==> src/rtl/sample_frame_packer.sv <==
// sample_frame_packer
//   Drains 12-bit samples from a show-ahead FIFO. Packs each sample pair
//   into three bytes and frames every SAMPLES_PER_FRAME samples as:
//   HDR0, HDR1, SEQ, payload, CHK. CHK is SEQ plus the payload bytes, mod 256.
//   Each byte goes out with a start/done handshake to the UART transmitter.
//   Optional build macro: PKT_LEN_FIELD_EN inserts a LEN byte
//   (SAMPLES_PER_FRAME[7:0]) after SEQ. The LEN byte is included in CHK.
module sample_frame_packer #(
    parameter int unsigned SAMPLES_PER_FRAME = 32,
    parameter logic [7:0]  HDR0              = 8'hA5,
    parameter logic [7:0]  HDR1              = 8'h5A
) (
    input  logic        clk,
    input  logic        rst,
    input  logic        enable,
    input  logic        fifo_empty,
    input  logic [11:0] fifo_rd_data,
    output logic        fifo_rd_req,
    output logic [7:0]  tx_data,
    output logic        tx_start,
    input  logic        tx_done,
    output logic        frame_active,
    output logic [7:0]  seq_num
);

    localparam logic [7:0] PAIRS = 8'(SAMPLES_PER_FRAME / 2);
`ifdef PKT_LEN_FIELD_EN
    localparam logic [7:0] LEN_BYTE = 8'(SAMPLES_PER_FRAME);
`endif

    localparam logic [3:0] IDLE   = 4'd0;
    localparam logic [3:0] S_HDR0 = 4'd1;
    localparam logic [3:0] S_HDR1 = 4'd2;
    localparam logic [3:0] S_SEQ  = 4'd3;
`ifdef PKT_LEN_FIELD_EN
    localparam logic [3:0] S_LEN  = 4'd4;
`endif
    localparam logic [3:0] GET_A  = 4'd5;
    localparam logic [3:0] S_P0   = 4'd6;
    localparam logic [3:0] GET_B  = 4'd7;
    localparam logic [3:0] S_P1   = 4'd8;
    localparam logic [3:0] S_P2   = 4'd9;
    localparam logic [3:0] S_CHK  = 4'd10;
    localparam logic [3:0] WAIT   = 4'd11;

    logic [3:0]  state;
    logic [3:0]  ret_state;
    logic [11:0] a_smp;
    logic [11:0] b_smp;
    logic [7:0]  chk;
    logic [7:0]  pair_cnt;

    logic        is_send;
    logic [7:0]  send_byte;
    logic [7:0]  send_sum;
    logic [3:0]  send_ret;

    // Pop only from a fetch state with data present. Reset blocks the pop in the same cycle.
    always_comb begin
        fifo_rd_req = 1'b0;
        if (!rst && !fifo_empty && (state == GET_A || state == GET_B))
            fifo_rd_req = 1'b1;
    end

    // For each send state: decode the outgoing byte, the new checksum and the state to resume after tx_done.
    always_comb begin
        is_send   = 1'b1;
        send_byte = '0;
        send_sum  = chk;
        send_ret  = IDLE;
        case (state)
            S_HDR0: begin
                send_byte = HDR0;
                send_ret  = S_HDR1;
            end
            S_HDR1: begin
                send_byte = HDR1;
                send_ret  = S_SEQ;
            end
            S_SEQ: begin
                send_byte = seq_num;
                send_sum  = seq_num;
`ifdef PKT_LEN_FIELD_EN
                send_ret  = S_LEN;
`else
                send_ret  = GET_A;
`endif
            end
`ifdef PKT_LEN_FIELD_EN
            S_LEN: begin
                send_byte = LEN_BYTE;
                send_sum  = chk + LEN_BYTE;
                send_ret  = GET_A;
            end
`endif
            S_P0: begin
                send_byte = a_smp[11:4];
                send_sum  = chk + send_byte;
                send_ret  = GET_B;
            end
            S_P1: begin
                send_byte = {a_smp[3:0], b_smp[11:8]};
                send_sum  = chk + send_byte;
                send_ret  = S_P2;
            end
            S_P2: begin
                send_byte = b_smp[7:0];
                send_sum  = chk + send_byte;
                send_ret  = ((pair_cnt + 8'd1) < PAIRS) ? GET_A : S_CHK;
            end
            S_CHK: begin
                send_byte = chk;
                send_ret  = IDLE;
            end
            default: is_send = 1'b0;
        endcase
    end

    // Frame sequencer. A send state lasts one cycle and registers tx_start/tx_data,
    // then the shared WAIT state holds until tx_done and resumes at ret_state.
    always_ff @(posedge clk) begin
        if (rst) begin
            state        <= IDLE;
            ret_state    <= IDLE;
            tx_start     <= 1'b0;
            tx_data      <= '0;
            frame_active <= 1'b0;
            seq_num      <= '0;
            chk          <= '0;
            pair_cnt     <= '0;
            a_smp        <= '0;
            b_smp        <= '0;
        end else begin
            tx_start <= 1'b0;
            if (is_send) begin
                tx_data   <= send_byte;
                tx_start  <= 1'b1;
                chk       <= send_sum;
                ret_state <= send_ret;
                state     <= WAIT;
                if (state == S_HDR0)
                    frame_active <= 1'b1;
                if (state == S_P2)
                    pair_cnt <= pair_cnt + 8'd1;
            end else begin
                case (state)
                    IDLE: begin
                        pair_cnt <= '0;
                        if (enable && !fifo_empty)
                            state <= S_HDR0;
                    end
                    GET_A: begin
                        if (!fifo_empty) begin
                            a_smp <= fifo_rd_data;
                            state <= S_P0;
                        end
                    end
                    GET_B: begin
                        if (!fifo_empty) begin
                            b_smp <= fifo_rd_data;
                            state <= S_P1;
                        end
                    end
                    WAIT: begin
                        if (tx_done) begin
                            state <= ret_state;
                            if (ret_state == IDLE) begin
                                frame_active <= 1'b0;
                                seq_num      <= seq_num + 8'd1;
                            end
                        end
                    end
                    default: state <= IDLE;
                endcase
            end
        end
    end

endmodule

==> config.mk <==
export PLATFORM = sky130hd
export DESIGN_NAME = sample_frame_packer
export DESIGN_NICKNAME = d
export VERILOG_FILES = /design/src/rtl/sample_frame_packer.sv
export SDC_FILE = /design/constraint.sdc
export NUM_CORES = 1
export LEC_CHECK = 0
export ABC_AREA = 1
export CAP_MARGIN = 20
export CORE_MARGIN = 5
export CORE_UTILIZATION = 39
export DETAILED_ROUTE_END_ITERATION = 8
export PLACE_DENSITY = 0.61
export SLEW_MARGIN = 20
export SYNTH_ARGS = -nofsm -noshare
export SYNTH_HDL_FRONTEND = slang
export SYNTH_SLANG_ARGS = --single-unit
==> constraint.sdc <==
create_clock -name clk -period 2.35 [get_ports clk]
set_input_delay 0.705 -clock clk [delete_from_list [all_inputs] [get_ports clk]]
set_output_delay 0.705 -clock clk [all_outputs]
set_load 0.02 [all_outputs]
-- After elaboration in Yosys (flattened, before gate mapping)
Index checks and enable logic that the tools add are counted.
- word-level logic and storage cells: 83
- register bits after elaboration: 66
- input bits: 17
- output and inout port bits: 19
- muxes and demuxes: 21
- bitwise gates (word level): 2
- reduce and logical (&&, ||, !) cells: 23
- add/sub/neg operators: 5
- equality and inequality tests: 20
- magnitude comparators: 1
- operators by type and width (kind ; number):
    $pmux 8 s7 ; 1
    $pmux 8 s4 ; 1
    $add 8x8->8 ; 3
    $mux 4 ; 6
    $mux 8 ; 3
    $pmux 4 s6 ; 1
    $add 8x1->8 const B ; 2
    $eq 4x4->1 const B ; 4
    $pmux 4 s4 ; 1
    $reduce_and 4->1 ; 4
    $eq 4x3->1 const B ; 3
    $ne 3x3->1 const B ; 4
    $eq 4x2->1 const B ; 2
    $logic_not 4->1 ; 2
    $lt 8x5->1 const B ; 1
    $mux 1 ; 8
    $ne 2x2->1 const B ; 4
    $reduce_bool 2->1 ; 4
    $reduce_or 7->1 ; 1
    $reduce_and 3->1 ; 2
    $eq 4x1->1 const B ; 1
    $ne 2x1->1 const B ; 2
    $reduce_and 2->1 ; 2
    $reduce_bool 4->1 ; 1
    other kinds (5) ; 9

-- Logic depth before layout (Yosys ltp)
- depth after elaboration: 5
- depth in mapped cells: 17
- mapped depth without buffers: 17

-- Worst setup path after synthesis
No wires, ideal clock.
- kind: in2out
- from: in rst
- to: out fifo_rd_req
- path buffers: 2
- slack: 86 ps
- arrival: 1559 ps
- cell stages on the path: 3
- required time: 1645 ps
- cell sequence: clkbuf_1 > clkbuf_1 > nor3_1
- word-level cells in the longest chain between the ends: 4
- RTL lines (item ; RTL line ; text):
    start, declared ; 14 ; input logic rst,
    $logic_not 1->1 ; 61 ; if (!rst && !fifo_empty && (state == GET_A || state == GET_B))
    $logic_and 1x1->1 (2 in series) ; 61 ;
    $mux 1 ; 61 ;
    end, declared ; 18 ; output logic fifo_rd_req,
Every way passes these cells.

-- Worst setup path after layout
Ends and elaborated chain as after synthesis.

==> flow_summary_export.csv <==
group,metric,value,unit
status,status,"completed",
route,post-route-drc-count,0,
grt,grt_pass1_vias,3343,
cts,ctsHtreeMaxLevel,3,
logic_synthesis,ys_seq_elements,66,
job,cap_violations,0,
timing,period_share,0.9841,
floorplan,fp.dieH,107.0,µm
placed_design,dp_hpwl,7053,µm
worst_setup_path,path_max_fanout,2,
floorplan,io_pins,36,
timing,final-setup-viol-count,0,
route,first_pass_iters,4,
power,switching_share,0.4170,
logic_synthesis,ys.flop_type,"dfxtp_1",
timing,hold_viol,0,
logic_synthesis,netlist_top_cells_area,"dfxtp_1 (36%), nand2_1 (11%), inv_1 (8.6%)",
timing,fin_skew,10.72,ps
cts,clk_path_buf_depth,2,
cts,holdBufCountCts,0,
placed_design,place_inst,680,
power,p_per_area,944.9,mW/mm²
hold_path,hold_class,"flip-flop to flip-flop",
cts,tritoncts,"done",
route,drt_iter0_markers,160,
placed_design,post-place-ws,-388.4,ps
timing,worstMarginPinSlew,559.6,ps
power,power_switching,1.782,mW
power,seq_power_share,0.338,
cts,cts_made_buffers,9,
final_layout,multi_input_area,0.001949,mm²
worst_setup_path,cp.required,1640,ps
grt,grt_overflow,0,
timing,min_period,2313,ps
route,drt-total-wl,9286,µm
logic_synthesis,syn_inst,521,
floorplan,die_area,0.01146,mm²
worst_setup_path,reg2reg_slack,140,ps
power,comb_power_share,0.455,
worst_setup_path,criticalPathCategory,"input pin to output port",
worst_setup_path,worst_setup_path_end_kind,"output port",
logic_synthesis,synth_warnings,0,
floorplan,fp.dieW,107.0,µm
worst_setup_path,crit_chain,"clkdlybuf4s50_1, nor3_2, buf_2",
logic_synthesis,synthArstFlopShare,0,
timing,clock.fmax,432.4,MHz
timing,max_slew_margin,0.6255,
final_layout,register_area,0.001323,mm²
placed_design,place.gp.congestion,0.8671,
logic_synthesis,syn_avg_cell_area,7.049,µm²
cts,clk_pin_slew,60,ps
logic_synthesis,synth_cell_types,41,
floorplan,initial_core_util,0.3993,
grt,grt_use_total,0.1710,
logic_synthesis,ys_top_cells_by_count,"nand2_1 (112), inv_1 (84), dfxtp_1 (66), a21oi_1 (46), o21ai_0 (34)",
final_layout,antenna_cells,0,
timing,holdWs,452.0,ps
grt,grt_pass1_wl,15850,µm
floorplan,rows,35,
cts,ctsRootBufferMaster,"clkbuf_8",
logic_synthesis,syn-num-nets,550,
final_layout,fin_nets,610,
logic_synthesis,synth_top_cell_by_area,"dfxtp_1",
worst_setup_path,cp_slowest_stage_delay,520,ps
route,vias,3454,
timing,finalMaxSlewViolations,0,
floorplan,core-area,0.009196,mm²
power,power.internal,2.493,mW
route,wl_per_cell,13.32,µm
cts,clock_latency,350,ps
cts,cts.sinks,66,
final_layout,nFillCells,945,
final_layout,layout-drive-gt1-share,0.1519,
worst_setup_path,start_kind,"input pin",
worst_setup_path,slowest_stage,"clkdlybuf4s50_1",
route,drt-vias-per-instance,4.956,
grt,antenna_found_initial,0,
logic_synthesis,synth-edff-count,0,
grt,grt_max_degree,41,
logic_synthesis,synth.most_common_cell,"nand2_1",
placed_design,port_buffers,35,
power,clock_power_share,0.207,
power,p_leak,1.947,nW
logic_synthesis,yosysTopAreaCellShare,0.3598,
final_layout,area_delta_synth_final,23.20,%
timing,worst_slack,37.39,ps
logic_synthesis,netlist_area,0.003672,mm²
route,ant_nets,0,
final_layout,instances_no_fill,697,
final_layout,postLayoutCoreUtil,0.4920,
logic_synthesis,yosysSeqAreaShare,0.3598,
worst_setup_path,worstPathArrival,1610,ps
power,peakVddDrop,0.4920,mV
-- cell families (layout without fill, tap and decap cells) --
group	Yosys count	after routing	synth area share
xor gates and xnor gates	8	8	0.01908
DFF	66	66	0.3598
and+or+nand+nor	202	202	0.2610
adders and majority gates	12	12	0.04293
buffers and inverters	107	172	0.1267
AOI/OAI and AO/OA	126	126	0.1905
-- cell type report --
cell class,count,share of cell area
timing repair buffer,63,0.1256
sequential,66,0.2923
multi-input combinational,348,0.4309
clock inverter,4,0.005808
tap,111,0.03070
inverter,93,0.08048
clock buffer,12,0.03429
-- worst max-delay path: cells and delay by family --
family | cells | cell delay, ps
simple gates | 1 | 200
buf+inv | 2 | 710
-- through the flow --
| step | cell area (µm²) | total power, mW | TNS [ps] |
|---|---|---|---|
| finish | 4524 | 4.275 | 0 |
| global route | 4524 | 4.611 | -94.24 |
| CTS | 4452 | 4.273 | 0 |
| detailed placement | 4275 | 3.376 | -388.4 |
| global placement | 4275 | 3.348 | -427.4 |
| floorplan | 3672 | 2.752 | 0 |
-- power groups by stage --
stage	registers (mW)	logic (mW)	clock network, mW
floorplan	1.51	1.24	0
detailed placement	1.46	1.91	0
finish	1.44	1.95	0.883
global route	1.47	2.18	0.961
global placement	1.46	1.89	0
CTS	1.44	1.92	0.912
-- path summary, 6_finish.rpt --
check	cells after the start	start	endpoint
worst min register to register	2	b_smp[7]	b_smp[7]
worst max register to register	13	state[0]	chk[6]
worst max-delay path	3	rst	fifo_rd_req
worst min-delay path	2	b_smp[7]	b_smp[7]
-- sequential cells by signal (all words and copies together), names as in the netlist --
register / count
tx_start: 1
a_smp: 12
state: 4
tx_data: 8
ret_state: 4
seq_num: 8
pair_cnt: 8
chk: 8
b_smp: 12
frame_active: 1
-- per-layer routing --
layer | global-route usage | vias to the layer above | wire length, µm
met5 | 0 | - | 0
met4 | 0.06393 | 0 | 127
met3 | 0.03432 | 14 | 455
met2 | 0.2766 | 66 | 4165
met1 | 0.2245 | 1554 | 4537
li1 | - | 1820 | -
-- placed cells by master (no fill, tap or decap), types with 15 or more instances in the layout --
cell | netlist | final
a21oi_1 | 46 | 45
o21ai_1 | 15 | 15
nor2_1 | 31 | 29
inv_1 | 84 | 84
clkdlybuf4s50_1 | 0 | 34
dfxtp_1 | 66 | 65
buf_4 | 1 | 27
o21ai_0 | 34 | 34
nand2_1 | 112 | 111
nand3_1 | 25 | 24
-- timing repair --
item                                    in CTS  in global routing
endpoints found under the setup margin       1                  7
setup buffers                                0                  1
pin swaps                                    0                  2
gates resized for setup                      5                 14
No activity file was read; power rests on OpenSTA's default activity.
